$ cat config.mk
export PLATFORM = sky130hd
export DESIGN_NAME = boot_loader
export DESIGN_NICKNAME = d
export VERILOG_FILES = /design/src/rtl/boot_loader.sv
export SDC_FILE = /design/constraint.sdc
export NUM_CORES = 1
export LEC_CHECK = 0
export ABC_AREA = 1
export BUFFER_PORTS_ARGS = -buffer_cell sky130_fd_sc_hd__buf_2
export CAP_MARGIN = 10
export CORE_UTILIZATION = 50
export CTS_CLUSTER_DIAMETER = 40
export CTS_CLUSTER_SIZE = 10
export DETAILED_ROUTE_END_ITERATION = 6
export GPL_TIMING_DRIVEN = 0
export PLACE_DENSITY = 0.73
export SYNTH_ARGS = -nofsm -noshare
export SYNTH_HDL_FRONTEND = slang
export SYNTH_SLANG_ARGS = --single-unit
$ cat constraint.sdc
create_clock -name clk -period 2.9 [get_ports clk]
set_input_delay 0.725 -clock clk [delete_from_list [all_inputs] [get_ports clk]]
set_output_delay 0.725 -clock clk [all_outputs]
set_load 0.05 [all_outputs]
$ cat src/rtl/boot_loader.sv
// Streaming boot loader: receives a word count and that many big-endian words over a
// byte interface, writes them to instruction memory, then releases the CPU from reset.
module boot_loader #(
    parameter int MEM_DEPTH = 1024
) (
    input  logic        clk,
    input  logic        reset,
    input  logic        rx_valid,
    input  logic [7:0]  rx_data,
    output logic        rx_ready,
    output logic        imem_we,
    output logic [31:0] imem_addr,
    output logic [31:0] imem_wdata,
    output logic        cpu_reset,
    output logic        done,
    output logic        error
);
    localparam int IDX_W = $clog2(MEM_DEPTH + 1);

    typedef enum logic [2:0] {HDR, LOAD, WRITE, RUN, ERR} state_t;

    state_t             state_reg;
    logic [1:0]         byte_cnt_reg;
    logic [IDX_W-1:0]   word_idx_reg;
    logic [31:0]        n_words_reg;
    logic [31:0]        asm_reg;

    logic [31:0]        shifted;
    logic               take;
    logic [IDX_W-1:0]   idx_inc;

    assign shifted    = {asm_reg[23:0], rx_data};
    assign take       = rx_valid & rx_ready;
    assign idx_inc    = word_idx_reg + 1'b1;
    assign imem_addr  = 32'(word_idx_reg) << 2;
    assign imem_wdata = asm_reg;

    always_ff @(posedge clk or posedge reset) begin
        if (reset) begin
            state_reg    <= HDR;
            byte_cnt_reg <= 2'd0;
            word_idx_reg <= '0;
            n_words_reg  <= 32'd0;
            asm_reg      <= 32'd0;
            rx_ready     <= 1'b1;
            imem_we      <= 1'b0;
            cpu_reset    <= 1'b1;
            done         <= 1'b0;
            error        <= 1'b0;
        end else begin
            case (state_reg)
                HDR: begin
                    if (take) begin
                        byte_cnt_reg <= byte_cnt_reg + 2'd1;
                        asm_reg      <= shifted;
                        if (byte_cnt_reg == 2'd3) begin
                            n_words_reg <= shifted;
                            if (shifted == 32'd0) begin
                                state_reg <= RUN;
                                rx_ready  <= 1'b0;
                                cpu_reset <= 1'b0;
                                done      <= 1'b1;
                            end else if (shifted > 32'(MEM_DEPTH)) begin
                                state_reg <= ERR;
                                rx_ready  <= 1'b0;
                                error     <= 1'b1;
                            end else begin
                                state_reg <= LOAD;
                            end
                        end
                    end
                end
                LOAD: begin
                    if (take) begin
                        byte_cnt_reg <= byte_cnt_reg + 2'd1;
                        asm_reg      <= shifted;
                        // Only a complete word ever reaches WRITE.
                        if (byte_cnt_reg == 2'd3) begin
                            state_reg <= WRITE;
                            rx_ready  <= 1'b0;
                            imem_we   <= 1'b1;
                        end
                    end
                end
                WRITE: begin
                    imem_we      <= 1'b0;
                    word_idx_reg <= idx_inc;
                    if (32'(idx_inc) == n_words_reg) begin
                        state_reg <= RUN;
                        cpu_reset <= 1'b0;
                        done      <= 1'b1;
                    end else begin
                        state_reg <= LOAD;
                        rx_ready  <= 1'b1;
                    end
                end
                RUN, ERR: begin
                    rx_ready <= 1'b0;
                    imem_we  <= 1'b0;
                end
                default: begin
                    state_reg    <= HDR;
                    byte_cnt_reg <= 2'd0;
                    rx_ready     <= 1'b1;
                    imem_we      <= 1'b0;
                    cpu_reset    <= 1'b1;
                    done         <= 1'b0;
                    error        <= 1'b0;
                end
            endcase
        end
    end
endmodule

# After elaboration in Yosys (flattened, before gate mapping)

Cells that the tools add are included.

Add/sub/neg operators: 2
Order comparisons: 1
Eq/ne operators: 17
Muxes and demuxes: 36
Bitwise gates (word level): 6
Reduce and logical (&&, ||, !) cells: 15

Operators with widths:

| operator                | number |
|---|---|
| $eq A11 B32 Y1          | 1 |
| $gt A32 B11 Y1 const B  | 1 |
| $logic_not A32 Y1       | 1 |
| $mux W1                 | 21 |
| $mux W3                 | 6 |
| $ne A2 B2 Y1 const B    | 9 |
| $reduce_and A5 Y1       | 3 |
| $pmux W3 S4             | 1 |
| $add A11 B1 Y11 const B | 1 |
| $eq A3 B2 Y1 const B    | 2 |
| $pmux W1 S3             | 2 |
| $reduce_and A3 Y1       | 2 |
| $reduce_and A6 Y1       | 1 |
| $reduce_or A3 Y1        | 2 |
| $not A1 Y1              | 5 |
| $mux W2                 | 2 |
| $pmux W1 S2             | 2 |
| $pmux W1 S4             | 1 |
| $pmux W2 S2             | 1 |
| $reduce_and A2 Y1       | 2 |
| $reduce_or A2 Y1        | 2 |
| $reduce_or A4 Y1        | 1 |
| $eq A3 B1 Y1 const B    | 1 |
| $eq A3 B3 Y1 const B    | 1 |
| other kinds (6)         | 6 |

Bits in registers: 85
Input bits: 11

# Depth between registers and ports, before layout

Gate-level depths: netlist of run 1.

Depth in word-level cells: 6
Mapped depth: 15
Gate-level depth less buffers: 15

# Least setup slack after synthesis of run 1

Ideal clock, no wire load.

Path kind: reg-to-reg
Start: register word_idx_reg[0]
End: register done
Library setup time: 119 ps
Arrival time: 1,978 ps
Required time: 2,781 ps
Path slack: 803 ps
Stages on the path, launching flop included: 13
Period minus slack after synthesis: 2,097 ps
Cell sequence: dfrtp_1 > ha_1 > nand2_2 > nor2_1 > nand2_1 > nand3b_1 > nand3_1 > nor2_1 > nand4_1 > nand2_1 > nand2_1 > nand2_1 > nand2_1

Cells in the longest elaborated chain, start to end: 4

RTL lines:

| element                            | RTL line | source |
|---|---|---|
| from (decl)                        | 24       | `logic [IDX_W-1:0] word_idx_reg;` |
| from (signal assigned)             | 87       | `word_idx_reg <= idx_inc;` |
| $add A11 B1 Y11                    | 34       | `assign idx_inc = word_idx_reg + 1'b1;` |
| $eq A11 B32 Y1                     | 88       | `if (32'(idx_inc) == n_words_reg) begin` |
| $ne A2 B2 Y1 (no source line)      | --       |  |
| $reduce_and A5 Y1 (no source line) | --       |  |
| to (signal assigned)               | 48       | `done <= 1'b0;` |
| to (signal assigned)               | 91       | `done <= 1'b1;` |
| to (signal assigned)               | 107      | `done <= 1'b0;` |
| to (decl)                          | 15       | `output logic done,` |

No other way between the ends.
A chain may end at the register's enable or synchronous reset.

# Final worst setup path of run 1

Start: register word_idx_reg[0]
End: register rx_ready

Cells in the longest elaborated chain, start to end: 4

RTL lines:

| element                            | RTL line | source |
|---|---|---|
| $add A11 B1 Y11                    | 34       |  |
| $eq A11 B32 Y1                     | 88       |  |
| $ne A2 B2 Y1 (no source line)      | --       |  |
| $reduce_and A6 Y1 (no source line) | --       |  |
| to (signal assigned)               | 45       | `rx_ready <= 1'b1;` |
| to (signal assigned)               | 94       | `rx_ready <= 1'b1;` |
| to (signal assigned)               | 98       | `rx_ready <= 1'b0;` |
| to (decl)                          | 10       | `output logic rx_ready,` |

No other way between the ends.

==> results list, run 1 <==
- Wire length of the first global-routing pass: 15.4 mm
* Peak per-stage delay on the critical path: 0.46 ns
* Yosys reg bits: 85
- Number of antenna violations at the first check in global routing: 0
- Maximum resistive drop on vdd: 0.647 mV
- Cell repeated most along the worst path: nand2_1
- Warning count from the yosys run: 0
- DP Cell Count: 696
- At the later pin of the worst-skew pair, clock insertion delay measures 0.36 ns.
- The die is 92.1 um tall.
- Worst endpoint required time: 3.20 ns
- Total global routing overflow: 0
- Wire per inst: 13.1 um
* Worst reg-to-reg path cell count: 13
* Antenna diode count: 0
- After layout, the worst path uses 72.5% of the clock period.
- Largest clock skew in the final design: 0.0108 ns
- Synth-to-layout area growth: 17.7%
* Buffers inserted by post-CTS timing repair: 0
* Final hold viol count: 0
- Number of vias per cell: 5.04
* Count of hold-fix buffers inserted at cts: 0
- Yosys mapped the design onto 25 distinct sky130hd cell types.
- STA classifies the critical path endpoint as a flip-flop.
- The final route contains 3588 vias.
- Number of global-route vias before repair: 3330
* Post-synth EDFFs: 0
- The analysis attributes to cell leakage a power of 2.48 nW.
* Combined area of all synthesized cells: 4060 um2
- Sequential cells were found to cover 52.5% of the synthesized design area.
- In the final timing run, aggregate negative setup slack is 0 ns.
- Headroom to the max-slew limit came out at 58.5%.
- Traced cell by cell, the critical path runs through ha_1 -> nand2_2 -> nor2_1 -> nand2_1 -> nand3b_1 -> nand3_1 -> nor2_1 -> inv_1 -> nor2_1 -> nand2_1 -> nand2_1 -> nand2_1 -> nand2_1.
- Remaining antenna violation count after routing: 0
- Setup repair after global routing left no endpoint under its margin.
- At the end of the flow the core is filled with cells to 61.2%.
- Total number of H-tree levels: 3
* Post_cts resized: 0
* Synthesized area per cell: 7.90 um2
- Post-route DRC: 0
- Overall track demand over capacity in global routing: 23.5%
* Post-Place Cell Area: 4600 um2
- Post-route insts no fill: 712
* Setup-failing EPs final: 0
- In the synthesized netlist the async set-or-reset flop fraction comes to 100%.
* Top Ports: 80
- For the pin with the worst max-slew slack, the measured transition is 0.620 ns.
- For this design, the slowest cell found on the critical path is dfrtp_1.
* Port Buffer Count: 58
- Detailed placement ended at an HPWL of 7.15 mm.
* Violation count after the first detailed-routing iteration: 198
* HP Class: in -> async
- Cell Pwr Density: 1110 nW/um2
- Row count: 32
* Start-to-end type of the worst setup path: reg -> reg
* Number of max-slew violations in the final report: 0
* Final Routed Wirelength: 9.31 mm
- Worst setup slack after placement: 0.831 ns
- WP data arrival: 2.40 ns
- Maximum number of pins on one net before global-route repair: 34
* Power after layout: 5.32 mW
* Number of standard cells after synthesis: 514
* Final setup slack of the worst path: 0.797 ns
- Maxcap violations: 0
- TritonCTS clock tree: yes
* Maximum net fanout on the critical path: 6
- Routability-driven placement finished with a final weighted congestion of 0.869.
- Final instance area: 4780 um2
* First-pass iteration count of the detailed router: 5
* Number of clock sinks: 85
- Post-Route Hold Slack: 0.373 ns
- For this run, the leading register cell type out of synthesis is dfrtp_1.
- From left edge to right edge, the die measures 92.1 um.
- The core region is 7810 um2.
- Derived from the worst setup path, the maximum achievable clock frequency is 476 MHz.
* Run status: completed
- The initial utilization of the core area, before any placement, comes to 52.0%.
- The cell sitting at the root of the clock tree is a clkbuf_8.
* Critical path startpoint category: flip-flop
- After clock tree synthesis, the clock-pin slew on the worst setup and hold paths is 0.10 ns.
- The number of clock buffers added by TritonCTS is 9.
- The clock period could shrink to 2.10 ns.
- Area enclosed by the die boundary: 8480 um2
* Share of final-layout standard cells stronger than drive strength 1: 17.9%
* CTS max path bufs: 2
- Post-layout net count: 618
[path summary, 6_finish.rpt]
path | start | slack (ns) | to
min in group clk | cpu_reset$_DFFE_PP1P_ | 0.47 | cpu_reset$_DFFE_PP1P_
max in group asynchronous | reset | 1.69 | rx_ready$_DFFE_PP1P_
worst min-delay path | reset | 0.37 | imem_wdata[30]$_DFFE_PP0P_
worst min register to register | cpu_reset$_DFFE_PP1P_ | 0.47 | cpu_reset$_DFFE_PP1P_
worst max-delay path | word_idx_reg[0]$_DFFE_PP0P_ | 0.80 | rx_ready$_DFFE_PP1P_
worst max register to register | word_idx_reg[0]$_DFFE_PP0P_ | 0.80 | rx_ready$_DFFE_PP1P_
[cell families after synthesis]
kind of cell | share of synthesized area, %
AND/OR/NAND/NOR | 24.7
buffers and inverters | 11.2
AO/OA/AOI/OAI | 10.7
flip-flops | 52.5
adder cells (fa/ha/maj) | 0.616
XOR/XNOR | 0.216
other | 0.0924
[per-layer routing]
metal / GRT usage (%) / part of all wire [%]
met2: 36.6 / 46
met1: 32.8 / 47
met3: 4.31 / 5.1
met4: 8.98 / 1.7
met5: 0 / 0
[where the power goes]
part / switching, mW / internal (mW) / leakage (nW)
Clock: 0.463 / 0.325 / 0.0963
Sequential: 0.340 / 1.66 / 1.11
Combinational: 1.90 / 0.637 / 1.27
[cell usage after synthesis (2+ instances only)]
cell        n  area share [%]
nand3_2     2            0.49
ha_1        2            0.62
nor3_1      2            0.25
nand4_1    12             1.8
nand2_1   159              15
inv_1      65             6.0
nand3b_1    6             1.1
nor2_2      3            0.46
dfstp_2     2             1.3
buf_4      21             3.9
o21ai_0    77             9.5
a21oi_1     3            0.37
clkbuf_1   10            0.92
buf_2       3            0.37
dfrtp_1    83              51
nand3_1    17             2.1
nor2_1     39             3.6
[final cells by class]
type,instances,area (um2)
plain buffers,34,210
repair buffers,60,330
well taps,102,128
clock inverters,7,56.3
inverters,65,248
flip-flops and latches,85,2130
fillers,708,3030
multi-input cells,350,1550
clock buffers,9,124
[critical path, delay by kind of cell (launching register included)]
family	cells	cell delay, ns
and+or+nand+nor	11	1.24
DFF	1	0.46
adders and majority gates	1	0.27
buffers and inverters	1	0.06
[cells in the final DEF, fill, tap and decap left out, drive strengths merged]
cell | synthesis | routed
a21boi | 1 | 1
a21oi | 3 | 3
a22oi | 1 | 1
a31oi | 1 | 1
buf | 24 | 84
clkbuf | 10 | 19
clkinv | 0 | 3
clkinvlp | 0 | 1
conb | 1 | 21
dfrtp | 83 | 83
dfstp | 2 | 2
ha | 2 | 2
inv | 65 | 68
nand2 | 160 | 160
nand3 | 19 | 19
nand3b | 6 | 6
nand4 | 12 | 12
nor2 | 42 | 42
nor3 | 2 | 2
o21ai | 78 | 78
o21bai | 1 | 1
xor2 | 1 | 1
(Power assumes the default switching activity.)
==> run 2, diff against run 1 <==
clock period = 1.85 ns   (was 2.9 ns; I/O delays follow)
==> results list, run 2 (synthesis results as in run 1) <==
- The total clock sinks was 85 (unchanged).
- Peak per-stage delay on the critical path: 0.43 ns (was 0.46 ns)
* Largest clock skew in the final design: 0.0119 ns (was 0.0108 ns)
- Cell class contributing the biggest share of worst-path delay: simple AND/OR/NAND/NOR gates (unchanged)
- The post-layout instance count excluding filler cells is 714 (was 712).
* Remaining antenna violation count after routing: 0 (unchanged)
- The overall die area was 8480 um2 (unchanged).
- RSZ-0062 raised after global routing: true (was false).
* Die X-Extent: 92.1 um (unchanged)
* Antenna diode count: 0 (unchanged)
* Area taken by flip-flops and latches: 2140 um2 (was 2130 um2)
- The largest driver fanout on the critical path came to 3 (was 6).
* Die Span Y: 92.1 um (unchanged)
- Post-layout net count: 620 (was 618)
* Minimum setup slack among reg-to-reg paths: -0.07 ns (was 0.80 ns)
* Final hold viol count: 0 (unchanged)
- Leading cell types in the layout, fill and taps excluded: nand2_1, dfrtp_1, o21ai_0, inv_1, buf_2 (unchanged).
- TritonCTS clock tree: yes (unchanged)
* Wire per inst: 13.3 um (was 13.1 um)
- Row count: 32 (unchanged)
* Cell-by-cell listing of the critical path: ha_4 -> inv_4 -> nand2_2 -> nand2_2 -> nor2_2 -> nand2_1 -> nor2_2 -> nand3_1 -> nor2_2 -> nand3_1 -> nor2_1 -> nand2_1 -> nand2_1 -> nand2_1 -> nand2_1 (was ha_1 -> nand2_2 -> nor2_1 -> nand2_1 -> nand3b_1 -> nand3_1 -> nor2_1 -> inv_1 -> nor2_1 -> nand2_1 -> nand2_1 -> nand2_1 -> nand2_1)
- The via count is 3641 (was 3588).
- Total global routing overflow: 0 (unchanged)
* Number of antenna violations at the first check in global routing: 0 (unchanged)
* Combined area of the multi-input logic cells: 1620 um2 (was 1550 um2)
* Cts bufs inserted: 9 (unchanged)
* Maximum resistive drop on vdd: 1.07 mV (was 0.647 mV)
* Worst-Skew Late Latency: 0.36 ns (about the same)
* Share of final-layout standard cells stronger than drive strength 1: 21.9% (was 17.9%)
* Worst endpoint required time: 2.14 ns (was 3.20 ns)
- Count of hold-fix buffers inserted at cts: 0 (unchanged)
- The element type at the critical path start was a flip-flop (unchanged).
- Setup_tns: -0.136 ns (was 0 ns)
- The cell area power density came to 1760 nW/um2 (was 1110 nW/um2).
- Static Leakage: 2.49 nW (was 2.48 nW)
- Slowest cell on crit path: dfrtp_2 (was dfrtp_1)
- Post-route clock period utilization: 104% (was 72.5%)
* Total number of H-tree levels: 3 (unchanged)
- The endpoint arrival time on the critical path was 2.21 ns (was 2.40 ns).
- The half-perimeter wire length after detailed placement came to 7.26 mm (was 7.15 mm).
- Synth-to-layout area growth: 20.3% (was 17.7%)
- Final Routed Wirelength: 9.46 mm (was 9.31 mm)
* Top achievable clock speed: 521 MHz (was 476 MHz)
- Most frequent standard cell in the layout excluding fill and tap cells: nand2_1 (unchanged)
- Area of the placeable core: 7810 um2 (unchanged)
* Power after layout: 8.62 mW (was 5.32 mW)
* Port Buffer Count: 58 (unchanged)
- Number of max-slew violations in the final report: 0 (unchanged)
* Cell chosen for the clock root: clkbuf_8 (unchanged)
- Post-layout util: 62.6% (was 61.2%)
- The minimum clock period came to 1.92 ns (was 2.10 ns).
- The max-capacitance violation count came to 0 (unchanged).
- CTS max path bufs: 2 (unchanged)
- Violations in the final reports: setup timing
* Post-route DRC: 0 (unchanged)
- Final setup slack of the worst path: -0.0701 ns (was 0.797 ns)
* HP Class: in -> async (unchanged)
* DP Cell Count: 696 (unchanged)
- The critical setup path kind is reg -> reg (unchanged).
* Critical Path Sink Type: flip-flop (unchanged)
- The most common cell type on the critical path was nand2_1 (unchanged).
- Number of fill cells: 710 (was 708)
- Worst setup slack after placement: -0.135 ns (was 0.831 ns)
- The via count of the first global-routing pass came to 3373 (was 3330).
- Run status: finished, violations left (was completed).
- Number of buffer and inverter stages on the critical path: 1 (unchanged)
* Initial Utilization: 52.0% (unchanged)
* Top Ports: 80 (unchanged)
- Global placement routability congestion: 0.865 (was 0.869)
- The pin count of the biggest net entering global routing was 36 (was 34).
- Setup-failing EPs final: 3 (was 0)
- Overall track demand over capacity in global routing: 24.4% (was 23.5%)
- Number of vias per cell: 5.10 (was 5.04)
- The first-pass GRT wire length was 16.0 mm (was 15.4 mm).
- Clock slew at the register clock pins of the worst setup and hold paths: 0.09 ns (was 0.10 ns)
* Violation count after the first detailed-routing iteration: 222 (was 198)
- First-pass iteration count of the detailed router: 5 (unchanged)
## run 2: cell types whose count changed in the layout (fill, tap and decap cells not counted), sizes merged
| cell | previous run | this run |
|---|---|---|
| clkbuf | 19 | 21 |
| inv | 68 | 66 |
| clkinv | 3 | 2 |
| buf | 84 | 86 |
| clkinvlp | 1 | 2 |
## run 2: layout make-up
cell class / count / share of cell area [%]
multi-input combinational: 350 / 33.2
clock inverter: 5 / 0.871
sequential: 85 / 43.7
inverter: 65 / 5.12
tap: 102 / 2.61
timing repair buffer: 63 / 7.22
buffer: 33 / 4.38
clock buffer: 11 / 2.89
## run 2: power by group
group / leakage [nW] / switching [mW] / internal, mW
Clock: 0.0905 / 0.696 / 0.540
Combinational: 1.29 / 3.10 / 1.12
Sequential: 1.10 / 0.547 / 2.61
Total: 2.49 / 4.34 / 4.27
## run 2: worst register-to-register path: cells and delay by family (launching register included)
kind                       cells  cell delay [ns]
adders and majority gates      1             0.28
buffers and inverters          1             0.03
DFF                            1             0.43
and+or+nand+nor               13             1.11
## run 2: stage by stage
| stage | cell area [um2] | hold WS (ns) |
|---|---|---|
| 2_1_floorplan | 4160 | 0.453 |
| 3_3_place_gp | 4570 | 0.455 |
| 3_5_place_dp | 4610 | 0.462 |
| 4_1_cts | 4840 | 0.122 |
| 5_1_grt | 4880 | 0.141 |
| 6_report | 4880 | 0.113 |
## run 2: worst paths after layout
check                                            startpoint                          to  cells past startpoint
max in group asynchronous                             reset    state_reg[1]$_DFFE_PP0P_                      4
worst max register to register  word_idx_reg[0]$_DFFE_PP0P_    state_reg[1]$_DFFE_PP0P_                     15
worst min register to register        cpu_reset$_DFFE_PP1P_       cpu_reset$_DFFE_PP1P_                      2
worst max-delay path            word_idx_reg[0]$_DFFE_PP0P_    state_reg[1]$_DFFE_PP0P_                     15
worst min-delay path                                  reset  imem_wdata[21]$_DFFE_PP0P_                      2
min in group clk                                 rx_data[4]   imem_wdata[4]$_DFFE_PP0P_                      3
## run 2: routing by layer
| layer | track usage [%] | wire [um] |
|---|---|---|
| met5 | 0 | 0 |
| met4 | 9.90 | 211 |
| met3 | 4.48 | 456 |
| met2 | 37.4 | 4380 |
| met1 | 34.2 | 4410 |
## run 2: what timing repair did
item | 4_1_cts | 5_1_grt
pin swaps | 0 | 9
setup endpoints to repair | 45 | 68
setup buffers | 2 | 1
gates resized for setup | 8 | 18
